**src/rtl/ifetch_pkg.sv**
```systemverilog
// Shared types and constants for the instruction fetch buffer.

// Fallback when opcodes.sv is not part of the build; its definition wins otherwise.
`ifndef NOP
`define NOP 64'h0000_0000_0000_0013
`endif

package ifetch_pkg;

  localparam int unsigned IFB_ADDR_W  = 64;
  localparam int unsigned IFB_DATA_W  = 64;
  localparam int unsigned NUM_ENTRIES = 2;

  typedef enum logic [1:0] {
    StIdle,
    StReq,
    StWait
  } state_e;

  typedef struct packed {
    logic                  valid;
    logic [IFB_ADDR_W-1:0] tag;
    logic [IFB_DATA_W-1:0] data;
  } entry_t;

endpackage

```
**src/rtl/ifetch_buffer_store.sv**
```systemverilog
// Two-entry fully tagged instruction store: combinational lookup/probe,
// synchronous fill and bulk invalidate.

module ifetch_buffer_store
  import ifetch_pkg::*;
(
  input  logic                   clk,
  input  logic                   reset_n,
  input  logic [IFB_ADDR_W-1:0]  i_lookup_addr,
  output logic [NUM_ENTRIES-1:0] o_hit,
  output logic                   o_hit_idx,
  output logic [IFB_DATA_W-1:0]  o_hit_data,
  input  logic [IFB_ADDR_W-1:0]  i_probe_addr,
  output logic                   o_probe_hit,
  input  logic                   i_inv_all,
  input  logic                   i_fill_en,
  input  logic                   i_fill_idx,
  input  logic [IFB_ADDR_W-1:0]  i_fill_tag,
  input  logic [IFB_DATA_W-1:0]  i_fill_data
);

  entry_t r_entry [NUM_ENTRIES];

  // Entry array: invalidate dominates a same-cycle fill.
  always_ff @(posedge clk) begin
    if (!reset_n) begin
      for (int i = 0; i < NUM_ENTRIES; i++) begin
        r_entry[i] <= '0;
      end
    end else if (i_inv_all) begin
      for (int i = 0; i < NUM_ENTRIES; i++) begin
        r_entry[i].valid <= 1'b0;
      end
    end else if (i_fill_en) begin
      r_entry[i_fill_idx].valid <= 1'b1;
      r_entry[i_fill_idx].tag   <= i_fill_tag;
      r_entry[i_fill_idx].data  <= i_fill_data;
    end
  end

  // Tag compare for the fetch address and for the sequential-prefetch probe.
  always_comb begin
    o_hit       = '0;
    o_probe_hit = 1'b0;
    o_hit_idx   = 1'b0;
    o_hit_data  = '0;
    for (int i = 0; i < NUM_ENTRIES; i++) begin
      o_hit[i] = r_entry[i].valid && (r_entry[i].tag == i_lookup_addr);
      if (r_entry[i].valid && (r_entry[i].tag == i_probe_addr)) begin
        o_probe_hit = 1'b1;
      end
    end
    // Duplicate tags cannot arise with a single outstanding fill; entry 1 wins if they did.
    if (o_hit[1]) begin
      o_hit_idx  = 1'b1;
      o_hit_data = r_entry[1].data;
    end else if (o_hit[0]) begin
      o_hit_idx  = 1'b0;
      o_hit_data = r_entry[0].data;
    end
  end

endmodule

```
**src/rtl/ifetch_buffer.sv**
```systemverilog
// Instruction-side memory port: serves fetch combinationally from a 2-entry
// buffer, stalls on a miss and keeps one request outstanding on the memory bus,
// optionally prefetching the next sequential word.

module ifetch_buffer
  import ifetch_pkg::*;
#(
  parameter int unsigned ADDR_W      = IFB_ADDR_W,
  parameter int unsigned DATA_W      = IFB_DATA_W,
  parameter int unsigned INSTR_BYTES = 8,
  parameter bit          PREFETCH_EN = 1'b1
) (
  input  logic              clk,
  input  logic              reset_n,
  input  logic              instr_read_in,
  input  logic [ADDR_W-1:0] instr_address_in,
  output logic [DATA_W-1:0] instr_read_value_out,
  output logic              stall_out,
  input  logic              flush_in,
  output logic              mem_req_valid_out,
  input  logic              mem_req_ready_in,
  output logic [ADDR_W-1:0] mem_req_addr_out,
  input  logic              mem_resp_valid_in,
  input  logic [DATA_W-1:0] mem_resp_data_in
);

  state_e              r_state;
  state_e              w_state_next;
  logic [ADDR_W-1:0]   r_req_addr;
  logic [ADDR_W-1:0]   w_req_addr_next;
  logic                r_repl_ptr;
  logic                r_discard;
  logic                w_discard_next;

  logic [NUM_ENTRIES-1:0] w_hit;
  logic                   w_hit_idx;
  logic [DATA_W-1:0]      w_hit_data;
  logic                   w_any_hit;
  logic                   w_probe_hit;
  logic [ADDR_W-1:0]      w_next_addr;
  logic                   w_fwd;
  logic                   w_fill_en;
  logic                   w_fill_idx;

  // Wraps modulo 2^ADDR_W by construction.
  assign w_next_addr = instr_address_in + ADDR_W'(INSTR_BYTES);
  assign w_any_hit   = |w_hit;

  // Never evict the entry the fetch stage is currently hitting.
  assign w_fill_idx = w_any_hit ? ~w_hit_idx : r_repl_ptr;

  ifetch_buffer_store u_store (
    .clk           (clk),
    .reset_n       (reset_n),
    .i_lookup_addr (instr_address_in),
    .o_hit         (w_hit),
    .o_hit_idx     (w_hit_idx),
    .o_hit_data    (w_hit_data),
    .i_probe_addr  (w_next_addr),
    .o_probe_hit   (w_probe_hit),
    .i_inv_all     (flush_in),
    .i_fill_en     (w_fill_en),
    .i_fill_idx    (w_fill_idx),
    .i_fill_tag    (r_req_addr),
    .i_fill_data   (mem_resp_data_in)
  );

  // Fetch-side outputs: a live response for the fetch address beats the buffer.
  always_comb begin
    w_fwd = (r_state == StWait) && mem_resp_valid_in && !r_discard && !flush_in &&
            (r_req_addr == instr_address_in);
    if (w_fwd) begin
      instr_read_value_out = mem_resp_data_in;
    end else if (w_any_hit) begin
      instr_read_value_out = w_hit_data;
    end else begin
      instr_read_value_out = `NOP;
    end
    stall_out         = instr_read_in && !(w_any_hit || w_fwd);
    mem_req_valid_out = (r_state == StReq);
    mem_req_addr_out  = r_req_addr;
  end

  // Request FSM: demand miss beats prefetch; request held stable until accepted.
  always_comb begin
    w_state_next    = r_state;
    w_req_addr_next = r_req_addr;
    w_discard_next  = r_discard;
    w_fill_en       = 1'b0;
    unique case (r_state)
      StIdle: begin
        if (stall_out) begin
          w_state_next    = StReq;
          w_req_addr_next = instr_address_in;
        end else if (PREFETCH_EN && instr_read_in && w_any_hit && !w_probe_hit) begin
          w_state_next    = StReq;
          w_req_addr_next = w_next_addr;
        end
      end
      StReq: begin
        if (flush_in) begin
          w_discard_next = 1'b1;
        end
        if (mem_req_ready_in) begin
          w_state_next = StWait;
        end
      end
      StWait: begin
        if (mem_resp_valid_in) begin
          w_state_next   = StIdle;
          w_fill_en      = !r_discard && !flush_in;
          w_discard_next = 1'b0;
        end else if (flush_in) begin
          w_discard_next = 1'b1;
        end
      end
      default: begin
        w_state_next = StIdle;
      end
    endcase
  end

  // State, request address, replacement pointer and discard flag.
  always_ff @(posedge clk) begin
    if (!reset_n) begin
      r_state    <= StIdle;
      r_req_addr <= '0;
      r_repl_ptr <= 1'b0;
      r_discard  <= 1'b0;
    end else begin
      r_state    <= w_state_next;
      r_req_addr <= w_req_addr_next;
      r_repl_ptr <= r_repl_ptr ^ w_fill_en;
      r_discard  <= w_discard_next;
    end
  end

endmodule

```
**config.mk**
```make
export PLATFORM = sky130hd
export DESIGN_NAME = ifetch_buffer
export DESIGN_NICKNAME = d
export VERILOG_FILES = /design/src/rtl/ifetch_pkg.sv /design/src/rtl/ifetch_buffer_store.sv /design/src/rtl/ifetch_buffer.sv
export SDC_FILE = /design/constraint.sdc
export NUM_CORES = 1
export LEC_CHECK = 0
export CAP_MARGIN = 30
export CORE_MARGIN = 1
export CORE_UTILIZATION = 30
export CTS_CLUSTER_SIZE = 20
export DETAILED_ROUTE_END_ITERATION = 7
export GPL_ROUTABILITY_DRIVEN = 1
export PLACE_DENSITY_LB_ADDON = 0.2
export SYNTH_ARGS = -nofsm -noshare
export SYNTH_HDL_FRONTEND = slang
export SYNTH_SLANG_ARGS = --single-unit
export TNS_END_PERCENT = 10
```
**constraint.sdc**
```tcl
create_clock -name clk -period 12.4 [get_ports clk]
set_input_delay 1.24 -clock clk [delete_from_list [all_inputs] [get_ports clk]]
set_output_delay 1.24 -clock clk [all_outputs]
set_load 0.02 [all_outputs]
```
# Word-level counts from Yosys, hierarchy flattened
# Memory sizes are Yosys's and may differ from the RTL's.
# Index checks and enable logic that the tools add are counted.
[word_totals]
n_memories = 1
ramBits = 258
reg_bits = 68
output_inout_bits = 130
word_cells = 77
[mem_list]
columns = ["name", "words", "width", "read_ports", "rd_ports_with_merged_regs", "wr", "line_no", "rtl"]
rows = [
  ["u_store.r_entry", 2, 129, 2, 0, 2, "ifetch_buffer_store.sv:22", "entry_t r_entry [NUM_ENTRIES];"],
]
[classes]
eq_ne = 10
bitwise = 4
reduce_logical = 24
mux = 33
n_addsub = 1
[ops]
columns = ["operator", "n"]
rows = [
  ["two-way mux 64 bit", 6],
  ["equality test 64 bit", 5],
  ["two-way mux 129 bit", 1],
  ["OR reduction 129 bit", 1],
  ["adder 64 x 4 -> 64 bit, second input constant", 1],
  ["two-way mux 1 bit", 19],
  ["logical AND 1 bit", 12],
  ["two-way mux 2 bit", 5],
  ["case mux 2 bit (3 select lines)", 1],
  ["zero test 1 bit", 4],
  ["nonzero test 2 bit", 2],
  ["inequality test 3 bit, second input constant", 1],
  ["AND reduction 3 bit", 1],
  ["equality test 2 x 1 -> 1 bit, second input constant", 1],
  ["equality test 2 bit, second input constant", 1],
  ["zero test 2 bit", 1],
  ["inequality test 2 x 1 -> 1 bit, second input constant", 1],
  ["inequality test 2 bit, second input constant", 1],
  ["bitwise OR 1 bit", 2],
  ["case mux 1 bit (2 select lines)", 1],
  ["AND reduction 2 bit", 1],
  ["OR reduction 2 bit", 1],
  ["logical OR 1 bit", 1],
  ["NOT 1 bit", 1],
  ["bitwise XOR 1 bit", 1],
]

# Logic depth before layout (Yosys ltp)
# Gate-level depths: netlist of the first run.
[logic_depth]
depth_word = 10
ltp_mapped = 17
ltp_nobuf = 14

# Modules after synthesis
# Synthesis of the first run repeated with hierarchy kept, for this count alone.
[hier_totals]
cells_unflattened = 2076
hier_area_um2 = 20041.7
[modules_own_cells]
columns = ["module", "seq_area_each_um2", "area_per_inst_um2", "instances", "cells_each"]
rows = [
  ["ifetch_buffer_store", 7727.4, 13984.7, 1, 1180],
  ["ifetch_buffer", 1361.3, 6057.1, 1, 896],
]

# Worst setup path before layout of the first run
# OpenSTA, ideal clock, no wires.
[synth_timing]
path_type = "input to register"
start = "input instr_address_in[3]"
end = "memory u_store.r_entry[1][0] in the netlist's numbering, enable pin"
required_ps = 11608
setup_time_ps = 792
stages = 7
path_slack_ps = -160
t_arrival_ps = 11768
n_path_buf = 1
path_cell_list = "clkbuf_1 > xnor2_1 > nand4b_1 > or4_1 > nor4_4 > o21ai_0 > o21ai_0"
[synth_rtl]
columns = ["element", "line_no", "rtl"]
rows = [
  ["from (decl)", "ifetch_buffer.sv:16", "input logic [ADDR_W-1:0] instr_address_in,"],
  ["to (decl)", "ifetch_buffer_store.sv:22", ""],
]

# Worst setup path after layout of the first run
[layout_timing]
start = "input instr_address_in[54]"
end = "register r_req_addr[29], in the netlist mem_req_addr_out[29]"
[layout_via]
elab_chain_cells = 9
word_cells_on_any_way = 23
classes_between = "add/sub (1); eq/ne (5); mux (3); reduce/logical (14)"
[layout_lines]
columns = ["element", "line_no", "rtl"]
rows = [
  ["adder 64 x 4 -> 64 bit", "ifetch_buffer.sv:46", "assign w_next_addr = instr_address_in + ADDR_W'(INSTR_BYTES);"],
  ["equality test 64 bit", "ifetch_buffer_store.sv:49", "if (r_entry[i].valid && (r_entry[i].tag == i_probe_addr)) begin"],
  ["logical AND 1 bit", "ifetch_buffer_store.sv:49", ""],
  ["two-way mux 1 bit (2 in series)", "ifetch_buffer_store.sv:49", ""],
  ["zero test 1 bit", "ifetch_buffer.sv:95", "end else if (PREFETCH_EN && instr_read_in && w_any_hit && !w_probe_hit) begin"],
  ["logical AND 1 bit", "ifetch_buffer.sv:95", ""],
  ["nonzero test 2 bit (no line)", "n/a", ""],
  ["AND reduction 2 bit (no line)", "n/a", ""],
  ["to (signal assigned)", "ifetch_buffer.sv:132", "r_req_addr <= w_req_addr_next;"],
  ["to (decl)", "ifetch_buffer.sv:29", "logic [ADDR_W-1:0] r_req_addr;"],
]
# Several ways; a longest one is shown, not always the timed one.
# A chain may end at the register's enable or synchronous reset.

==> flow_summary.ini, run 1 <==
[logic_synthesis]
synth_area_mm2 = 0.02033
yosys.area_share.simple_pct = 23.79
yosysWarningCount = 0
synth_top_family_by_area = simple AND/OR/NAND/NOR gates
ys_types = 66
netlist_instances = 2058
synth-compound-area-share_pct = 12.30
seq_area_frac_synth_pct = 44.70
syn_nets = 2196
synth_edf_count = 256
synth_top_area_share_pct = 37.81
synth.area.top_cells = edfxtp_1, and2_1, xnor2_1
syn_avg_cell_area_um2 = 9.879
synthArstFlopShare_pct = 0
synthXorXnorAreaFrac_pct = 14.33
synth.area.mux_share_pct = 0.3631
synth-seq-cells = 326
ys.flop_type = edfxtp_1
synth_top_cell_by_area = edfxtp_1
synth-adder-area-share_pct = 0.2462

[place]
port-buffer-count = 263
dp_slack_ns = 4.484
place.gp.congestion = 1.031
dp_hpwl_um = 64710

[cts]
hold_buffers = 0
post_cts_resized = 0
path_clk_slew_ns = 0.06
post-cts-setup-buffers = 0
cts_tree = done
htree_levels = 2
numCtsBuffers = 41
clk_latency_ns = 0.59
numClockSinks = 326
clockBufferDepth = 3
clock-root-buffer = clkbuf_16

[worst_setup_path]
worstSetupEndpoint = mem_req_addr_out[29]
cp-start-kind = primary input
r2r_slack_ns = 6.02
cp.arrival_ns = 7.80
crit_required_ns = 12.80
startpoint = instr_address_in[54]
r2r_cells = 15
rr_endpoint = mem_req_addr_out[29]
r2r-start = u_store.r_entry[0][118]
path_class = primary input to register
cp_max_fo = 68
endpoint_kind = register

[min_path]
worstHoldPathType = register to register

[grt]
grt_use_total_pct = 24.38
grt-ovfl-total = 0
grt_first_pass_wirelength_um = 123200
grt_max_degree = 83
antenna_found_initial = 9
grt_pass1_vias = 16719

[run_status]
violations = DRC
status = finished, violations left

[power_and_ir_drop]
power.leakage_nw = 8.530
irDropWorstVdd_mv = 0.08684
p_per_area_mw_per_mm2 = 120.1
total_power_mw = 2.997

[timing]
tightest_slew_ns = 1.068
finalClockSkew_ns = 0.03003
slew_headroom_pct = 28.15
hold_ws_ns = 0.4498
layout_setup_ws_ns = 4.998
rsz0062_at_grt = false
timing.setup.tns_ns = 0
min_period_ns = 7.402
setup_viol = 0
final-hold-violation-count = 0
slew_viol_final = 0
fmax_mhz = 135.1
finalCritPeriodShare_pct = 59.70

[routing]
routed_wl_um = 85380
drc = 2
drt_iter0_drc = 1422
wl_per_cell_um = 27.34
met2_length_um = 39660
wl_met3_um = 5192
top_layer_used = met5
wl_met1_um = 37580
drt_pass1_iterations = 7
ant_nets = 0
viasPerCell = 5.402
dr_total_vias = 16869

[layout]
drive_above_1_share_pct = 7.156
fillers = 6664
antennaDiodeCount = 0
area_delta_synth_final_pct = 22.75
nNetsFinal = 2355

[die]
chipHeight_um = 262.3
dieArea_mm2 = 0.06881
fp-row-count = 95
initial_core_util_pct = 30.27
core_mm2 = 0.06716
dieWidth_um = 262.3
io_pins = 264

[job]
cap_violations = 0
report_power, final:
part,internal (mW),switching [mW]
clock,0.685,0.498
combinational,0.194,0.326
sequential,1.23,0.0603
total,2.11,0.884
final cells by class:
| type | count | area, um^2 | area share (%) |
|---|---|---|---|
| Multi-Input combinational cell | 1530 | 10430 | 41.79 |
| Sequential cell | 326 | 9089 | 36.42 |
| Timing Repair Buffer | 297 | 2955 | 11.84 |
| Clock buffer | 53 | 1124 | 4.502 |
| Tap cell | 873 | 1092 | 4.377 |
| Clock inverter | 23 | 185.2 | 0.7420 |
| Inverter | 21 | 80.08 | 0.3209 |
Yosys cell counts, types with 42 or more instances:
master and instances:
a311oi_2 50, nand2_1 135, xor2_1 163, and3_1 72
a21oi_1 143, dfxtp_1 70, o21ai_0 79, edfxtp_1 256
nand4_1 73, xnor2_1 167, nand3_1 42, nor2_1 63
nor4_1 49, and2_1 269, clkbuf_1 122, buf_2 47
cell families after synthesis:
group	after synthesis
buffers and inverters	202
xor gates and xnor gates	331
AOI/OAI and AO/OA	353
DFF	326
muxes	7
adders and majority gates	4
and+or+nand+nor	835
metal layers:
layer	vias up	global-route usage (%)
met5	-	0
met4	16	7.870
met3	137	4.685
met2	638	40.13
met1	8321	32.10
li1	7757	-
through the flow:
stage / utilization [%] / cell area [um^2] / cells
2_1_floorplan: - / 20330 / 2058
3_3_place_gp: 35.04 / 23530 / 3041
3_5_place_dp: 35.21 / 23650 / 3047
4_1_cts: 37.16 / 24960 / 3123
5_1_grt: 37.16 / 24960 / 3123
6_report: 37.16 / 24960 / 3123
state kept, by name (all words and copies together) (netlist names):
signal and cells:
u_store.r_entry 258, mem_req_addr_out 64, r_state 2, r_discard 1, r_repl_ptr 1
critical path: stages:
cell	delay, ns
clkdlybuf4s50_1	0.63
xnor2_1	0.70
nand4b_1	0.41
or4_1	0.70
nor4_4	0.27
buf_4	0.59
or3_1	0.20
buf_4	0.41
inv_2	0.04
buf_4	0.28
or4_1	0.58
or4_1	0.58
o31a_2	0.32
buf_4	0.32
a21oi_1	0.30
a311oi_2	0.07
worst min path at each step:
stage | from | to | slack, ns | cells after the start
2_1_floorplan | u_store.r_entry[0][128] | u_store.r_entry[0][128] | 0.43 | 1
3_3_place_gp | u_store.r_entry[1][128] | u_store.r_entry[1][128] | 0.43 | 1
3_5_place_dp | u_store.r_entry[1][128] | u_store.r_entry[1][128] | 0.44 | 1
4_1_cts | u_store.r_entry[1][128] | u_store.r_entry[1][128] | 0.45 | 1
5_1_grt | u_store.r_entry[1][128] | u_store.r_entry[1][128] | 0.49 | 1
6_report | u_store.r_entry[1][128] | u_store.r_entry[1][128] | 0.45 | 1
cell usage in the layout (no fill, tap or decap), types with 5 or more instances in the layout:
cell             count
inv_1               19
nor4_1              49
o2111ai_1            6
clkbuf_1             9
a22oi_1              5
dfxtp_1             70
o31ai_1              6
xor2_1             163
or3_1                5
nand3_1             42
a21o_1               6
clkinv_2             5
nand3b_1             6
and3_1              72
o21ai_0             78
or4_1               14
nor3b_1              9
buf_4               28
and2_1             269
nand4_1             73
a31oi_1             11
nor3_1              31
xnor2_1            167
a2111oi_0            6
nand2b_1             9
nand4b_1             9
edfxtp_1           256
o22ai_1              5
and4_1              26
a21oi_1            143
clkinv_1            12
nor2_1              60
nand2_1            135
a311oi_1            12
clkbuf_16           43
a311oi_2            50
clkdlybuf4s50_1    263
(Power assumes the default switching activity.)
==> inputs of run 2 (changes only) <==
- clock period: 12.4 -> 6.6 ns (I/O delays scaled with it)
==> run 2 against run 1 <==
Net effect: the flow now finishes without violations; power is 87% higher; core utilization is 0.70 points higher; cell count is 1.8% higher; hold slack better by 0.0096 ns; routed wire length is 5.9% higher; critical path type is now primary input to primary output.
==> flow_summary.ini, run 2 (synthesized netlist as in run 1, its figures left out) <==
[layout]
largest_reg_flops = 258
nNetsFinal = 2413
antennaDiodeCount = 0
largest_register = u_store.r_entry
drive_above_1_share_pct = 9.670
multi_input_area_mm2 = 0.01044
final_core_util_pct = 37.86
final_cell_mix = and2_1, clkdlybuf4s50_1, edfxtp_1
fillers = 6706
area_delta_synth_final_pct = 25.06
final_common_cell = and2_1
register_area_mm2 = 0.009089
fin_cells = 3179

[min_path]
hold_start = u_store.r_entry[0][128]
hold_end = u_store.r_entry[0][128]
worstHoldPathType = register to register
holdPathStages = 1

[routing]
dr_total_vias = 17148
drc = 0
routed_wl_um = 90400
ant_nets = 0
drt_iter0_drc = 1536
drt_pass1_iterations = 6
viasPerCell = 5.394
wl_per_cell_um = 28.44

[cts]
hold_buffers = 0
clock-root-buffer = clkbuf_16
cts_tree = done
clk_latency_ns = 0.59
numClockSinks = 326
path_clk_slew_ns = 0.06
numCtsBuffers = 40
clockBufferDepth = 3
post_cts_resized = 0
post-cts-setup-buffers = 0
htree_levels = 2

[worst_setup_path]
cp.buffers_inverters = 3
cp-start-kind = primary input
path_class = primary input to primary output
rr_endpoint = mem_req_addr_out[45]
r2r_cells = 13
cp_top_family = buffers and inverters
cp.arrival_ns = 5.13
cp_max_fo = 69
r2r-start = u_store.r_entry[0][64]
crit_required_ns = 5.94
startpoint = instr_address_in[17]
crit_path_cell_trace = clkdlybuf4s50_1, xnor2_1, nand2b_1, nor4_1, nand4_1, nor3_4, buf_4, a21oi_1, o21ai_0, clkdlybuf4s50_1
endpoint_kind = primary output
critical-path-max-stage-delay_ns = 0.71
slowest_stage = xnor2_1
r2r_slack_ns = 1.88
cp_common_cell = clkdlybuf4s50_1

[power_and_ir_drop]
p_per_area_mw_per_mm2 = 220.9
switchingPower_mw = 1.684
p_int_mw = 3.932
total_power_mw = 5.616
power_frac_clock_pct = 38.5
power.leakage_nw = 8.823
power_frac_comb_pct = 18.1
p_seq_share_pct = 43.3
irDropWorstVdd_mv = 0.2057
switching_share_pct = 29.99

[place]
placedCellCount = 3106
port-buffer-count = 263
dp_slack_ns = 0.4902
place.gp.congestion = 1.018
dp_hpwl_um = 67080

[grt]
met2_usage_pct = 41.25
grt.busiest_layer = met2
grt_first_pass_wirelength_um = 129300
antenna_found_initial = 5
grt-ovfl-total = 0
use_met1_pct = 34.12
grt_use_total_pct = 25.81
grt_max_degree = 130
use_met3_pct = 5.407
grt_pass1_vias = 17140

[timing]
finalCritPeriodShare_pct = 87.79
final-hold-violation-count = 0
timing.setup.tns_ns = 0
layout_setup_ws_ns = 0.8061
fmax_mhz = 172.6
tightest_slew_ns = 0.9668
slew_viol_final = 0
finalClockSkew_ns = 0.02543
min_period_ns = 5.794
rsz0062_at_grt = false
setup_viol = 0
slew_headroom_pct = 34.95

[die]
initial_core_util_pct = 30.27
fp-row-count = 95
chipHeight_um = 262.3
dieArea_mm2 = 0.06881
io_pins = 264
dieWidth_um = 262.3
core_mm2 = 0.06716

[run_status]
status = complete, no violations

[job]
cap_violations = 0
## run 2: cell types whose count changed in the layout (fill, tap and decap cells not counted), sizes merged
| cell | delta |
|---|---|
| clkbuf | -1 |
| clkinvlp | -1 |
| buf | +59 |
| inv | -1 |
## run 2: worst register-to-register path: stages, from the launching register on
cell      delay, ns
edfxtp_1       0.39
xnor2_1        0.16
nand4_1        0.22
nand4b_1       0.40
or4_1          0.74
nor4_4         0.36
or3_1          0.21
inv_2          0.04
or4_1          0.51
or4_1          0.57
o31a_2         0.36
buf_12         0.20
a21oi_1        0.33
a311oi_2       0.07
## run 2: cell type report
| type | count | share of cell area, % |
|---|---|---|
| Timing Repair Buffer | 356 | 13.59 |
| Clock inverter | 21 | 0.8070 |
| Sequential cell | 326 | 35.75 |
| Multi-Input combinational cell | 1530 | 41.05 |
| Inverter | 21 | 0.3149 |
| Clock buffer | 52 | 4.198 |
| Tap cell | 873 | 4.296 |
## run 2: per-layer routing
layer,vias to the layer above,share of wire [%]
met3,140,6.6
met2,659,46
met5,-,0.053
met4,8,4.0
met1,8491,44
li1,7850,-
## run 2: power groups by stage
stage | combinational (mW) | sequential (mW) | clock (mW)
after floorplan | 0.460 | 2.50 | 0
after global placement | 1.01 | 2.47 | 0
after detailed placement | 1.01 | 2.48 | 0
after CTS | 1.01 | 2.43 | 2.22
after global routing | 1.06 | 2.45 | 2.29
final | 1.02 | 2.43 | 2.16
## run 2: through the flow
| step | hold WS [ns] | area, um^2 |
|---|---|---|
| after global routing | 0.4821 | 25430 |
| after CTS | 0.4616 | 25430 |
| final | 0.4594 | 25430 |
| after floorplan | 0.4262 | 20330 |
| after detailed placement | 0.4475 | 24150 |
| after global placement | 0.4350 | 24150 |
## run 2: worst max-delay path by stage
stage / cells after the start / endpoint / slack [ns]
after CTS: 10 / instr_read_value_out[40] / 0.81
final: 10 / instr_read_value_out[27] / 0.81
after floorplan: 11 / u_store.r_entry[0][0] / 0.17
after global routing: 10 / instr_read_value_out[40] / 0.61
after global placement: 15 / r_state[1] / 0.46
after detailed placement: 15 / r_state[1] / 0.49
==> inputs of run 3 (changes only) <==
- ABC_CLOCK_PERIOD_IN_PS: not set -> 6600
- PLACE_DENSITY: not set -> 0.56
- PLACE_DENSITY_LB_ADDON: 0.2 -> not set
==> run 3 against run 2 <==
Net effect: flip-flop and latch count unchanged; first-iteration DRC count increased by 1.4%; clock skew rose by 0.0051 ns; via count rose by 0.13%; hold slack better by 0.012 ns; non-clock buffer count fell by 17; count of clock-buffer cells in the layout is 1 higher; routed wire length is 2.5% lower; maximum frequency grew 0.51%; critical path type unchanged; largest cell class unchanged.
==> flow_summary.ini, run 3 (synthesized netlist as in run 1, its figures left out) <==
[run_status]
status = complete, no violations

[grt]
antenna_found_initial = 9
grt_first_pass_wirelength_um = 126900
grt_pass1_vias = 17238
grt-ovfl-total = 0
grt_use_total_pct = 25.21
grt_max_degree = 130

[routing]
ant_nets = 0
drt_iter0_drc = 1557
dr_total_vias = 17171
routed_wl_um = 88150
drt_pass1_iterations = 5
viasPerCell = 5.427
drc = 0
wl_per_cell_um = 27.86

[job]
cap_violations = 0

[place]
dp_hpwl_um = 65410
place.gp.congestion = 1.004
dp_slack_ns = 0.4011
port-buffer-count = 263

[cts]
htree_levels = 2
hold_buffers = 0
numCtsBuffers = 40
cts_tree = done
path_clk_slew_ns = 0.06
clk_latency_ns = 0.58
numClockSinks = 326
clock-root-buffer = clkbuf_16
post-cts-setup-buffers = 0
post_cts_resized = 0
clockBufferDepth = 3

[layout]
drive_above_1_share_pct = 9.091
final_common_cell = and2_1
largest_register = u_store.r_entry
nNetsFinal = 2396
area_delta_synth_final_pct = 24.88
fillers = 6689
largest_reg_flops = 258
final_cell_mix = and2_1, clkdlybuf4s50_1, edfxtp_1

[power_and_ir_drop]
p_per_area_mw_per_mm2 = 224.7
total_power_mw = 5.704
power.leakage_nw = 8.783
irDropWorstVdd_mv = 0.1683

[timing]
hold_ws_ns = 0.4710
fmax_mhz = 173.5
min_period_ns = 5.764
tightest_slew_ns = 1.132
timing.setup.tns_ns = 0
setup_viol = 0
slew_headroom_pct = 23.86
slew_viol_final = 0
layout_setup_ws_ns = 0.8356
finalClockSkew_ns = 0.03051
final-hold-violation-count = 0
finalCritPeriodShare_pct = 87.34
rsz0062_at_grt = false

[die]
initial_core_util_pct = 30.27
chipHeight_um = 262.3
core_mm2 = 0.06716
io_pins = 264
dieWidth_um = 262.3
fp-row-count = 95
dieArea_mm2 = 0.06881

[worst_setup_path]
r2r-start = mem_req_addr_out[11]
crit_required_ns = 5.94
path_class = primary input to primary output
startpoint = instr_address_in[14]
cp-start-kind = primary input
cp.arrival_ns = 5.10
cp_max_fo = 32
endpoint_kind = primary output

[min_path]
worstHoldPathType = register to register
hold_start = u_store.r_entry[0][128]
==> run 3: report_power, final <==
| group | total, mW | switching (mW) | internal [mW] |
|---|---|---|---|
| registers | 2.44 | 0.117 | 2.32 |
| logic | 0.991 | 0.619 | 0.373 |
| clock network | 2.28 | 0.939 | 1.34 |
| total | 5.70 | 1.67 | 4.03 |
==> run 3: area by class of cell <==
class / count / area (um^2) / share of cell area, %
inverter: 21 / 80.08 / 0.3154
sequential: 326 / 9089 / 35.80
timing repair buffer: 339 / 3351 / 13.20
clock buffer: 53 / 1100 / 4.332
antenna: 3 / 7.507 / 0.02957
multi-input combinational: 1530 / 10440 / 41.11
clock inverter: 19 / 232.7 / 0.9167
tap: 873 / 1092 / 4.302
==> run 3: per-stage QoR <==
stage,utilization [%],cells,cell area (um^2)
after floorplan,-,2058,20330
after global placement,35.80,3088,24040
after detailed placement,35.81,3089,24050
after CTS,37.79,3161,25380
after global routing,37.79,3161,25380
final,37.80,3164,25390
==> run 3: final timing paths <==
path / end / slack (ns) / cells past startpoint
hold / removal: u_store.r_entry[0][128] / 0.47 / 1
setup / recovery: instr_read_value_out[28] / 0.84 / 11
setup reg to reg: mem_req_addr_out[38] / 1.46 / 13
hold reg to reg: u_store.r_entry[0][128] / 0.47 / 1
==> run 3: layer usage <==
metal | GRT usage (%) | routed length (um) | up-vias | part of all wire, %
met5 | 0 | 103 | - | 0.12
met4 | 11.22 | 4223 | 16 | 4.8
met3 | 5.126 | 5841 | 158 | 6.6
met2 | 40.49 | 40390 | 685 | 46
met1 | 32.70 | 37590 | 8484 | 43
li1 | - | - | 7828 | -
==> run 3: worst max-delay path: stages <==
cell	delay [ns]
clkdlybuf4s50_1	0.83
xor2_1	0.41
nor4_1	0.56
buf_2	0.28
nand4_1	0.12
or4_1	0.67
nor2_4	0.30
buf_4	0.36
nand2_1	0.08
o21ai_0	0.09
clkdlybuf4s50_1	0.70
